===== config.mk =====
export PLATFORM = sky130hd
export DESIGN_NAME = step_ctrl
export DESIGN_NICKNAME = d
export VERILOG_FILES = /design/src/rtl/step_ctrl_pkg.sv /design/src/rtl/btn_debounce.sv /design/src/rtl/step_ctrl.sv
export SDC_FILE = /design/constraint.sdc
export NUM_CORES = 1
export LEC_CHECK = 0
export CORE_AREA = 10 10 109 111
export CTS_BUF_LIST = sky130_fd_sc_hd__clkbuf_8
export DETAILED_ROUTE_END_ITERATION = 10
export DIE_AREA = 0 0 119 121
export GPL_ROUTABILITY_DRIVEN = 0
export PLACE_DENSITY = 0.56
export SLEW_MARGIN = 20
export SYNTH_ARGS = -nofsm -noshare
export SYNTH_HDL_FRONTEND = slang
export SYNTH_HIERARCHICAL = 1
export SYNTH_SLANG_ARGS = --single-unit

===== constraint.sdc =====
create_clock -name clk -period 2.25 [get_ports clk]
set_input_delay 0.225 -clock clk [delete_from_list [all_inputs] [get_ports clk]]
set_output_delay 0.225 -clock clk [all_outputs]
set_load 0.005 [all_outputs]

===== src/rtl/step_ctrl_pkg.sv =====
// step_ctrl_pkg: state encodings shared by the run/step/halt controller
package step_ctrl_pkg;
    localparam int RUN_STATE_W = 2;
    localparam logic [RUN_STATE_W-1:0] HALTED   = 2'd0;
    localparam logic [RUN_STATE_W-1:0] STEPPING = 2'd1;
    localparam logic [RUN_STATE_W-1:0] RUNNING  = 2'd2;
endpackage


===== src/rtl/btn_debounce.sv =====
// btn_debounce: two-flop synchroniser, stability counter and rising press pulse
module btn_debounce #(
    parameter int DB_CYCLES = 4,
    parameter int DB_W      = 20
) (
    input  logic clk,
    input  logic rst,
    input  logic raw,
    output logic level,
    output logic press
);
    logic            sync1_q, sync2_q, stable_q, press_q;
    logic            stable_d, press_d;
    logic [DB_W-1:0] cnt_q, cnt_d;
    logic            diff, done;

    assign diff = sync2_q != stable_q;
    assign done = diff && cnt_q == DB_W'(DB_CYCLES - 1);

    always_comb begin
        cnt_d    = done || !diff ? '0 : cnt_q + DB_W'(1);
        stable_d = done ? sync2_q : stable_q;
        press_d  = done && sync2_q;
    end

    always_ff @(posedge clk) begin
        if (rst) begin
            sync1_q  <= 1'b0;
            sync2_q  <= 1'b0;
            stable_q <= 1'b0;
            press_q  <= 1'b0;
            cnt_q    <= '0;
        end else begin
            sync1_q  <= raw;
            sync2_q  <= sync1_q;
            stable_q <= stable_d;
            press_q  <= press_d;
            cnt_q    <= cnt_d;
        end
    end

    assign level = stable_q;
    assign press = press_q;
endmodule


===== src/rtl/step_ctrl.sv =====
// step_ctrl: run/step/halt FSM producing a registered CPU clock-enable from debounced buttons
module step_ctrl
    import step_ctrl_pkg::*;
#(
    parameter int DB_CYCLES = 4,
    parameter int DB_W      = 20,
    parameter int STEP_LEN  = 1,
    parameter int STEP_W    = 8
) (
    input  logic                   clk,
    input  logic                   rst,
    input  logic                   btn_run,
    input  logic                   btn_step,
    input  logic                   btn_halt,
    input  logic                   cpu_halt,
    output logic                   cpu_en,
    output logic [RUN_STATE_W-1:0] run_state,
    output logic                   step_done
);
    logic                   run_p, step_p, halt_p;
    logic [RUN_STATE_W-1:0] state_q, state_d;
    logic [STEP_W-1:0]      step_cnt_q, step_cnt_d;
    logic                   cpu_en_q, cpu_en_d, step_done_q, step_done_d;

    btn_debounce #(.DB_CYCLES(DB_CYCLES), .DB_W(DB_W)) u_run (
        .clk(clk), .rst(rst), .raw(btn_run), .level(), .press(run_p));
    btn_debounce #(.DB_CYCLES(DB_CYCLES), .DB_W(DB_W)) u_step (
        .clk(clk), .rst(rst), .raw(btn_step), .level(), .press(step_p));
    btn_debounce #(.DB_CYCLES(DB_CYCLES), .DB_W(DB_W)) u_halt (
        .clk(clk), .rst(rst), .raw(btn_halt), .level(), .press(halt_p));

    always_comb begin
        state_d     = state_q;
        step_cnt_d  = step_cnt_q;
        cpu_en_d    = cpu_en_q;
        step_done_d = 1'b0;
        case (state_q)
            HALTED: begin
                if (halt_p) begin
                    state_d = HALTED;
                end else if (run_p && !cpu_halt) begin
                    state_d  = RUNNING;
                    cpu_en_d = 1'b1;
                end else if (step_p) begin
                    state_d    = STEPPING;
                    step_cnt_d = STEP_W'(STEP_LEN - 1);
                    cpu_en_d   = 1'b1;
                end
            end
            STEPPING: begin
                if (halt_p) begin
                    state_d  = HALTED;
                    cpu_en_d = 1'b0;
                end else if (step_cnt_q == '0) begin
                    state_d     = HALTED;
                    cpu_en_d    = 1'b0;
                    step_done_d = 1'b1;
                end else begin
                    step_cnt_d = step_cnt_q - STEP_W'(1);
                end
            end
            RUNNING: begin
                if (halt_p || cpu_halt) begin
                    state_d  = HALTED;
                    cpu_en_d = 1'b0;
                end
            end
            default: begin
                state_d  = HALTED;
                cpu_en_d = 1'b0;
            end
        endcase
    end

    always_ff @(posedge clk) begin
        if (rst) begin
            state_q     <= HALTED;
            step_cnt_q  <= '0;
            cpu_en_q    <= 1'b0;
            step_done_q <= 1'b0;
        end else begin
            state_q     <= state_d;
            step_cnt_q  <= step_cnt_d;
            cpu_en_q    <= cpu_en_d;
            step_done_q <= step_done_d;
        end
    end

    assign cpu_en    = cpu_en_q;
    assign run_state = state_q;
    assign step_done = step_done_q;
endmodule

==> results of run 1 <==
-- routing by layer --
| layer | global-route usage | wire length (microns) | vias to the layer above |
|---|---|---|---|
| li1 | - | - | 1530 |
| met3 | 0.0237 | 159 | 11 |
| met2 | 0.148 | 2890 | 23 |
| met1 | 0.127 | 3600 | 1324 |
| met5 | 0 | 0 | - |
| met4 | 0.0595 | 163 | 0 |
-- critical path, cell delays in order, from the launching register on --
cell,delay (ps)
sky130_fd_sc_hd__dfxtp_1,410
sky130_fd_sc_hd__and4_1,330
sky130_fd_sc_hd__or4b_4,530
sky130_fd_sc_hd__or3_1,330
sky130_fd_sc_hd__a21oi_1,140
-- power groups by stage --
stage | Sequential (mW) | Combinational, mW | Clock (mW)
finish | 1.49 | 0.0433 | 0.939
floorplan | 1.53 | 0.0225 | 0
global route | 1.50 | 0.0493 | 1.03
CTS | 1.49 | 0.0447 | 0.977
global placement | 1.53 | 0.0440 | 0
detailed placement | 1.53 | 0.0447 | 0
-- final timing paths --
check / to / cells after the start
max: u_halt/cnt_q[17]$_SDFF_PP0_ / 4
min: u_halt/sync1_q$_SDFF_PP0_ / 2
max reg2reg: u_halt/cnt_q[17]$_SDFF_PP0_ / 4
min reg2reg: u_step/sync2_q$_SDFF_PP0_ / 1
-- metrics by stage --
step,utilization,power (mW)
after floorplan,-,1.55
after global placement,0.419,1.57
after detailed placement,0.419,1.57
after CTS,0.437,2.52
after global routing,0.437,2.57
final,0.437,2.48
-- sequential cells by signal (all words and copies together) (netlist names) --
name            count
u_run/level         1
u_step/cnt_q       20
step_done           1
u_step/sync2_q      1
run_state           2
u_run/sync2_q       1
u_halt/sync2_q      1
step_cnt_q          8
u_halt/level        1
u_run/cnt_q        20
u_halt/cnt_q       20
u_run/sync1_q       1
u_run/press         1
u_halt/sync1_q      1
u_step/press        1
cpu_en              1
u_halt/press        1
u_step/level        1
u_step/sync1_q      1
-- area by class of cell --
class / count / area, sq um / area share
Multi-Input combinational cell: 313 / 1990 / 0.473
Clock buffer: 10 / 138 / 0.0327
Timing Repair Buffer: 17 / 150 / 0.0357
Sequential cell: 84 / 1680 / 0.399
Clock inverter: 6 / 31.3 / 0.00743
Tap cell: 133 / 166 / 0.0395
Inverter: 14 / 52.6 / 0.0125
-- layout by cell type (no fill, tap or decap), types with 4 or more instances in the layout --
cell and count:
sky130_fd_sc_hd__dfxtp_1 84, sky130_fd_sc_hd__or4_1 5, sky130_fd_sc_hd__nor2_1 66, sky130_fd_sc_hd__nand4_1 15
sky130_fd_sc_hd__o21ai_0 7, sky130_fd_sc_hd__and3_1 6, sky130_fd_sc_hd__xnor2_1 24, sky130_fd_sc_hd__nor4_1 16
sky130_fd_sc_hd__nand2b_1 5, sky130_fd_sc_hd__ha_1 5, sky130_fd_sc_hd__o31ai_1 4, sky130_fd_sc_hd__clkbuf_8 10
sky130_fd_sc_hd__nor2b_1 9, sky130_fd_sc_hd__nor3_1 17, sky130_fd_sc_hd__xor2_1 24, sky130_fd_sc_hd__inv_1 15
sky130_fd_sc_hd__clkdlybuf4s50_1 9, sky130_fd_sc_hd__clkinv_2 4, sky130_fd_sc_hd__nand2_1 21, sky130_fd_sc_hd__a21oi_1 12
sky130_fd_sc_hd__nand3_1 18, sky130_fd_sc_hd__or3_1 13, sky130_fd_sc_hd__buf_4 8, sky130_fd_sc_hd__o21a_1 5
-- kinds of logic after synthesis --
group,synth area share
flip-flops,0.446
AO/OA/AOI/OAI,0.0812
XOR/XNOR,0.111
AND/OR/NAND/NOR,0.316
buffers and inverters,0.0269
adder cells (fa/ha/maj),0.0166
multiplexers,0.00265
==> out/qor.csv, run 1 <==
stage,metric,value,unit
logic_synthesis,post-synthesis cell type count,41,
logic_synthesis,prevailing post-synth register cell,sky130_fd_sc_hd__dfxtp_1,
logic_synthesis,Post-Synthesis Cells,420,
pwr,relative contribution of the clock network to total power,0.379,
critical_path,critical path start-end classification,register to register,
grt,global routing usage summed across all routing layers,0.0989,
logic_synthesis,async set-or-reset flop fraction in the synthesized netlist,0,
cts,largest buffer count on any clock path,2,
route,average wire per cell in the routed design,11.8,microns
hold_path,Min-Delay Startpoint,btn_halt,
route,final wirelength,6820,microns
placement,worst slack at placement,433,ps
die,initial standard-cell utilization of the core,0.391,
sta,Hold Fails Final Rpt,0,
critical_path,"Max FO, Critical Path",6,
sta,setup ws final,447,ps
final_layout,Final #Nets,450,
logic_synthesis,share of the synthesized area in the top cell type,0.446,
pwr,part of the power in combinational logic,0.017,
route,number of search-and-repair iterations in the first detailed-routing pass,4,
logic_synthesis,Post-Syn Area per Cell,8.98,sq um
final_layout,ANT cells,0,
pwr,net load switching power,0.545,mW
placement,instance area after placement,4040,sq um
grt,number of antenna violations at the first check in global routing,0,
route,post-DR vias/cell,5.01,
pwr,Peak supply drop,0.254,mV
cts,"Clk Latency, worst-skew pair",350,ps
final_layout,share of cells above drive strength 1,0.0968,
route,final routed DRC violation total,0,
critical_path,setup slack on the worst flop-to-flop path,450,ps
final_layout,area of all placed cells without fillers,4210,sq um
cts,post-CTS repair timing setup buffer count,0,
logic_synthesis,top cell types by occurrence after synthesis,"sky130_fd_sc_hd__dfxtp_1 (84), sky130_fd_sc_hd__nor2_1 (66), sky130_fd_sc_hd__xnor2_1 (24), sky130_fd_sc_hd__xor2_1 (24), sky130_fd_sc_hd__nand2_1 (21)",
route,Vias,2888,
logic_synthesis,Post-Synthesis Cell Area,3770,sq um
critical_path,element type at the critical path end,register,
sta,final critical-path share of the clock period,0.801,
sta,slew at the pin closest to its max-slew limit,638,ps
cts,TritonCTS clock tree,built,
logic_synthesis,number of nets produced by synthesis,431,
cts,PostCTS Resize Cnt,0,
outcome,run status,completed,
final_layout,number of inserted filler cells in the final layout,947,
pwr,Sw Share,0.220,
cts,number of hold buffers added after cts,0,
pwr,fraction of power consumed by sequential logic,0.604,
cts,cts bufs inserted,9,
logic_synthesis,synth top area cells,"sky130_fd_sc_hd__dfxtp_1 (45%), sky130_fd_sc_hd__nor2_1 (6.6%), sky130_fd_sc_hd__xnor2_1 (5.6%)",
sta,worst hold-check slack,416,ps
grt,global route total overflow,0,
logic_synthesis,YS warnings,6,
critical_path,R2R Path Start,u_halt/cnt_q[2]$_SDFF_PP0_,
placement,count of input and output buffers,9,
die,Core ar.,9640,sq um
cts,maximum level of the CTS H-tree,3,
critical_path,data arrival time of the worst path,2100,ps
grt,wire length of the first global-routing pass,12000,microns
sta,Max-slew headroom,0.571,
die,Rows,36,
die,Die Outline Area,14400,sq um
critical_path,data required time at the worst endpoint,2540,ps
critical_path,crit start category,register,
sta,fin. max-slew vios,0,
pwr,reported leakage power,1.37,nW
final_layout,signed area change from the synthesized netlist to the final layout,11.6,%
hold_path,class of the tightest hold or removal check,input port to register,
sta,time the worst path needs with I/O delays and setup,1800,ps
logic_synthesis,"count leader, synth",sky130_fd_sc_hd__dfxtp_1,
route,Initial DRC Count,148,
cts,clock root buffer,sky130_fd_sc_hd__clkbuf_8,
sta,Post-Route Setup TNS,0,ps
cts,Clock transition at path regs,80,ps
logic_synthesis,largest area contributor in the synthesized netlist,sky130_fd_sc_hd__dfxtp_1,
pwr,Power per Cell Area,588,nW/um^2
logic_synthesis,sequential-to-total area share from yosys stat,0.446,
die,I/O pin count,10,
sta,final setup vio count,0,
route,Detail Route Antenna Nets,0,
grt,vias in the first global route,2691,
grt,largest net degree at the start of global routing,21,
sta,peak clock frequency supported by timing,555,MHz
flow_run,number of max-cap violations,0,
cts,sink count of the clock tree,84,
critical_path,Critical Path Source,u_halt/cnt_q[2]$_SDFF_PP0_,
logic_synthesis,Post-synth EDFFs,0,
logic_synthesis,number of register bits inferred by synthesis,84,
pwr,cell-internal power,1.93,mW
die,Die Y,121,microns
die,die outline width,119,microns
sta,post-route clock skew,6.78,ps
sta,RSZ-0062 raised after global routing,no,
placement,dpl hpwl,4880,microns
placement,cell count after placement,561,
final_layout,final standard cell count with taps included and fillers excluded,577,
No activity file was read; power rests on OpenSTA's default activity.
==> run 2: changes to the inputs <==
Settings changed: PLACE_DENSITY 0.56 to 0.58.
Clock period 2.25 ns to 1.58 ns, I/O delays scaled along.
==> run 2 against run 1 <==
Clock power increased by 85%. Register-to-register slack got worse by 530 ps. The run now ends with setup timing left. Wire length increased by 24%. Critical path depth increased by 1. Setup slack got worse by 530 ps. Flip-flop and latch count unchanged. Critical path type unchanged. Via count increased by 14%. Count of clock-buffer cells in the layout unchanged. Die area unchanged. Fmax increased by 8.2%.
==> out/qor.csv, run 2 (same netlist as run 1, synthesis figures left out) <==
stage,metric,value,unit
outcome,run status,"complete, but fails checks",
outcome,violations in the final reports,setup timing,
pwr,reported leakage power,1.94,nW
sta,Post-Route Setup TNS,-370,ps
route,topmost layer with routed signal wires,met4,
route,Routed met2 length,3990,microns
sta,RSZ-0062 raised after global routing,yes,
grt,global route total overflow,0,
critical_path,element type at the critical path end,register,
sta,worst hold-check slack,360,ps
pwr,Sw Share,0.215,
placement,count of input and output buffers,9,
cts,clock root buffer,sky130_fd_sc_hd__clkbuf_8,
die,die outline width,119,microns
sta,Hold Fails Final Rpt,0,
sta,final setup vio count,8,
route,Detail Route Antenna Nets,0,
critical_path,data required time at the worst endpoint,1880,ps
final_layout,signed area change from the synthesized netlist to the final layout,40.6,%
route,post-DR vias/cell,4.95,
pwr,Peak supply drop,0.373,mV
critical_path,"Max FO, Critical Path",4,
sta,peak clock frequency supported by timing,600,MHz
sta,Max-slew headroom,0.743,
cts,maximum level of the CTS H-tree,3,
flow_run,number of max-cap violations,0,
final_layout,share of cells above drive strength 1,0.371,
sta,post-route clock skew,11.3,ps
sta,final critical-path share of the clock period,1.05,
route,number of search-and-repair iterations in the first detailed-routing pass,4,
pwr,relative contribution of the clock network to total power,0.441,
route,Initial DRC Count,241,
die,I/O pin count,10,
grt,largest net degree at the start of global routing,24,
final_layout,largest registers,"u_halt/cnt_q x20, u_run/cnt_q x20, u_step/cnt_q x20",
route,final routed DRC violation total,0,
sta,time the worst path needs with I/O delays and setup,1670,ps
critical_path,data arrival time of the worst path,1970,ps
pwr,fraction of power consumed by sequential logic,0.537,
sta,setup ws final,-86.6,ps
pwr,Power per Cell Area,743,nW/um^2
sta,fin. max-slew vios,0,
die,initial standard-cell utilization of the core,0.391,
cts,"Clk Latency, worst-skew pair",360,ps
route,final wirelength,8420,microns
cts,Clock transition at path regs,90,ps
hold_path,class of the tightest hold or removal check,input port to register,
final_layout,number of inserted filler cells in the final layout,897,
pwr,Final Total Pwr,3.94,mW
final_layout,"top library cells by usage in the layout, fill and taps aside","sky130_fd_sc_hd__buf_4 (83), sky130_fd_sc_hd__nor2_1 (64), sky130_fd_sc_hd__dfxtp_1 (53), sky130_fd_sc_hd__xnor2_1 (24), sky130_fd_sc_hd__xor2_1 (24)",
pwr,part of the power in combinational logic,0.022,
final_layout,ANT cells,0,
cts,number of hold buffers added after cts,0,
die,Core ar.,9640,sq um
cts,TritonCTS clock tree,built,
final_layout,most frequent standard cell in the layout excluding fill and tap cells,sky130_fd_sc_hd__buf_4,
grt,vias in the first global route,3209,
route,met1 layer wirelength in the final routing,4070,microns
grt,number of antenna violations at the first check in global routing,0,
pwr,net load switching power,0.847,mW
die,Rows,36,
route,average wire per cell in the routed design,12.7,microns
die,Die Y,121,microns
final_layout,Final #Nets,537,
placement,instance area after placement,4680,sq um
route,DR WL met3,203,microns
route,Vias,3289,
die,Die Outline Area,14400,sq um
cts,cts bufs inserted,9,
final_layout,area of all placed cells without fillers,5300,sq um
cts,largest buffer count on any clock path,2,
pwr,cell-internal power,3.09,mW
sta,slew at the pin closest to its max-slew limit,382,ps
placement,worst slack at placement,-134,ps
critical_path,critical path start-end classification,register to register,
critical_path,crit start category,register,
cts,sink count of the clock tree,84,
grt,wire length of the first global-routing pass,14200,microns
grt,global routing usage summed across all routing layers,0.116,
placement,dpl hpwl,5580,microns
## run 2: cell types whose count changed in the layout (fill, tap and decap cells not counted), sizes merged
cell,previous run,this run
and4,7,8
buf,8,93
bufinv,0,2
clkbuf,10,11
clkinvlp,1,0
inv,15,14
## run 2: power by group through the flow
stage               Clock (mW)  Sequential (mW)  Combinational [mW]
floorplan                    0             2.17              0.0330
global placement             0             2.17              0.0760
detailed placement           0             2.17              0.0773
CTS                       1.79             2.12              0.0802
global route              1.87             2.12              0.0966
finish                    1.74             2.12              0.0882
## run 2: what timing repair did
item	CTS	global route
gates cloned	1	3
hold endpoints to repair	0	0
buffers inserted	3	7
pin swaps	5	20
endpoints found under the setup margin	62	71
gates resized for setup	17	51
## run 2: per-stage QoR
stage,utilization,instances
detailed placement,0.485,634
global route,0.550,664
floorplan,-,420
finish,0.550,664
CTS,0.518,654
global placement,0.485,634
## run 2: cell type report
class	instances	area (sq um)	share of cell area
Multi-Input combinational cell	314	2260	0.426
Sequential cell	84	1740	0.328
Timing Repair Buffer	103	862	0.163
Tap cell	133	166	0.0314
Clock buffer	10	138	0.0259
Clock inverter	6	87.6	0.0165
Inverter	14	52.6	0.00991
## run 2: critical path, stage by stage (launching register included)
cell                      delay, ps
sky130_fd_sc_hd__dfxtp_2        360
sky130_fd_sc_hd__buf_6           90
sky130_fd_sc_hd__and4_4         210
sky130_fd_sc_hd__or4b_4         490
sky130_fd_sc_hd__or3_1          340
sky130_fd_sc_hd__a21oi_2        120
## run 2: final timing paths
kind         slack (ps)                  startpoint  depth (start not counted)                           to
max                 -90  u_halt/cnt_q[0]$_SDFF_PP0_                          5  u_halt/cnt_q[17]$_SDFF_PP0_
min                 360                    btn_halt                          2    u_halt/sync1_q$_SDFF_PP0_
max reg2reg         -90  u_halt/cnt_q[0]$_SDFF_PP0_                          5  u_halt/cnt_q[17]$_SDFF_PP0_
min reg2reg         440   u_step/sync1_q$_SDFF_PP0_                          1    u_step/sync2_q$_SDFF_PP0_
## run 2: metal layers
layer | GRT usage | vias to the layer above
li1 | - | 1705
met1 | 0.140 | 1537
met2 | 0.191 | 34
met3 | 0.0237 | 13
met4 | 0.0641 | 0
met5 | 0 | -
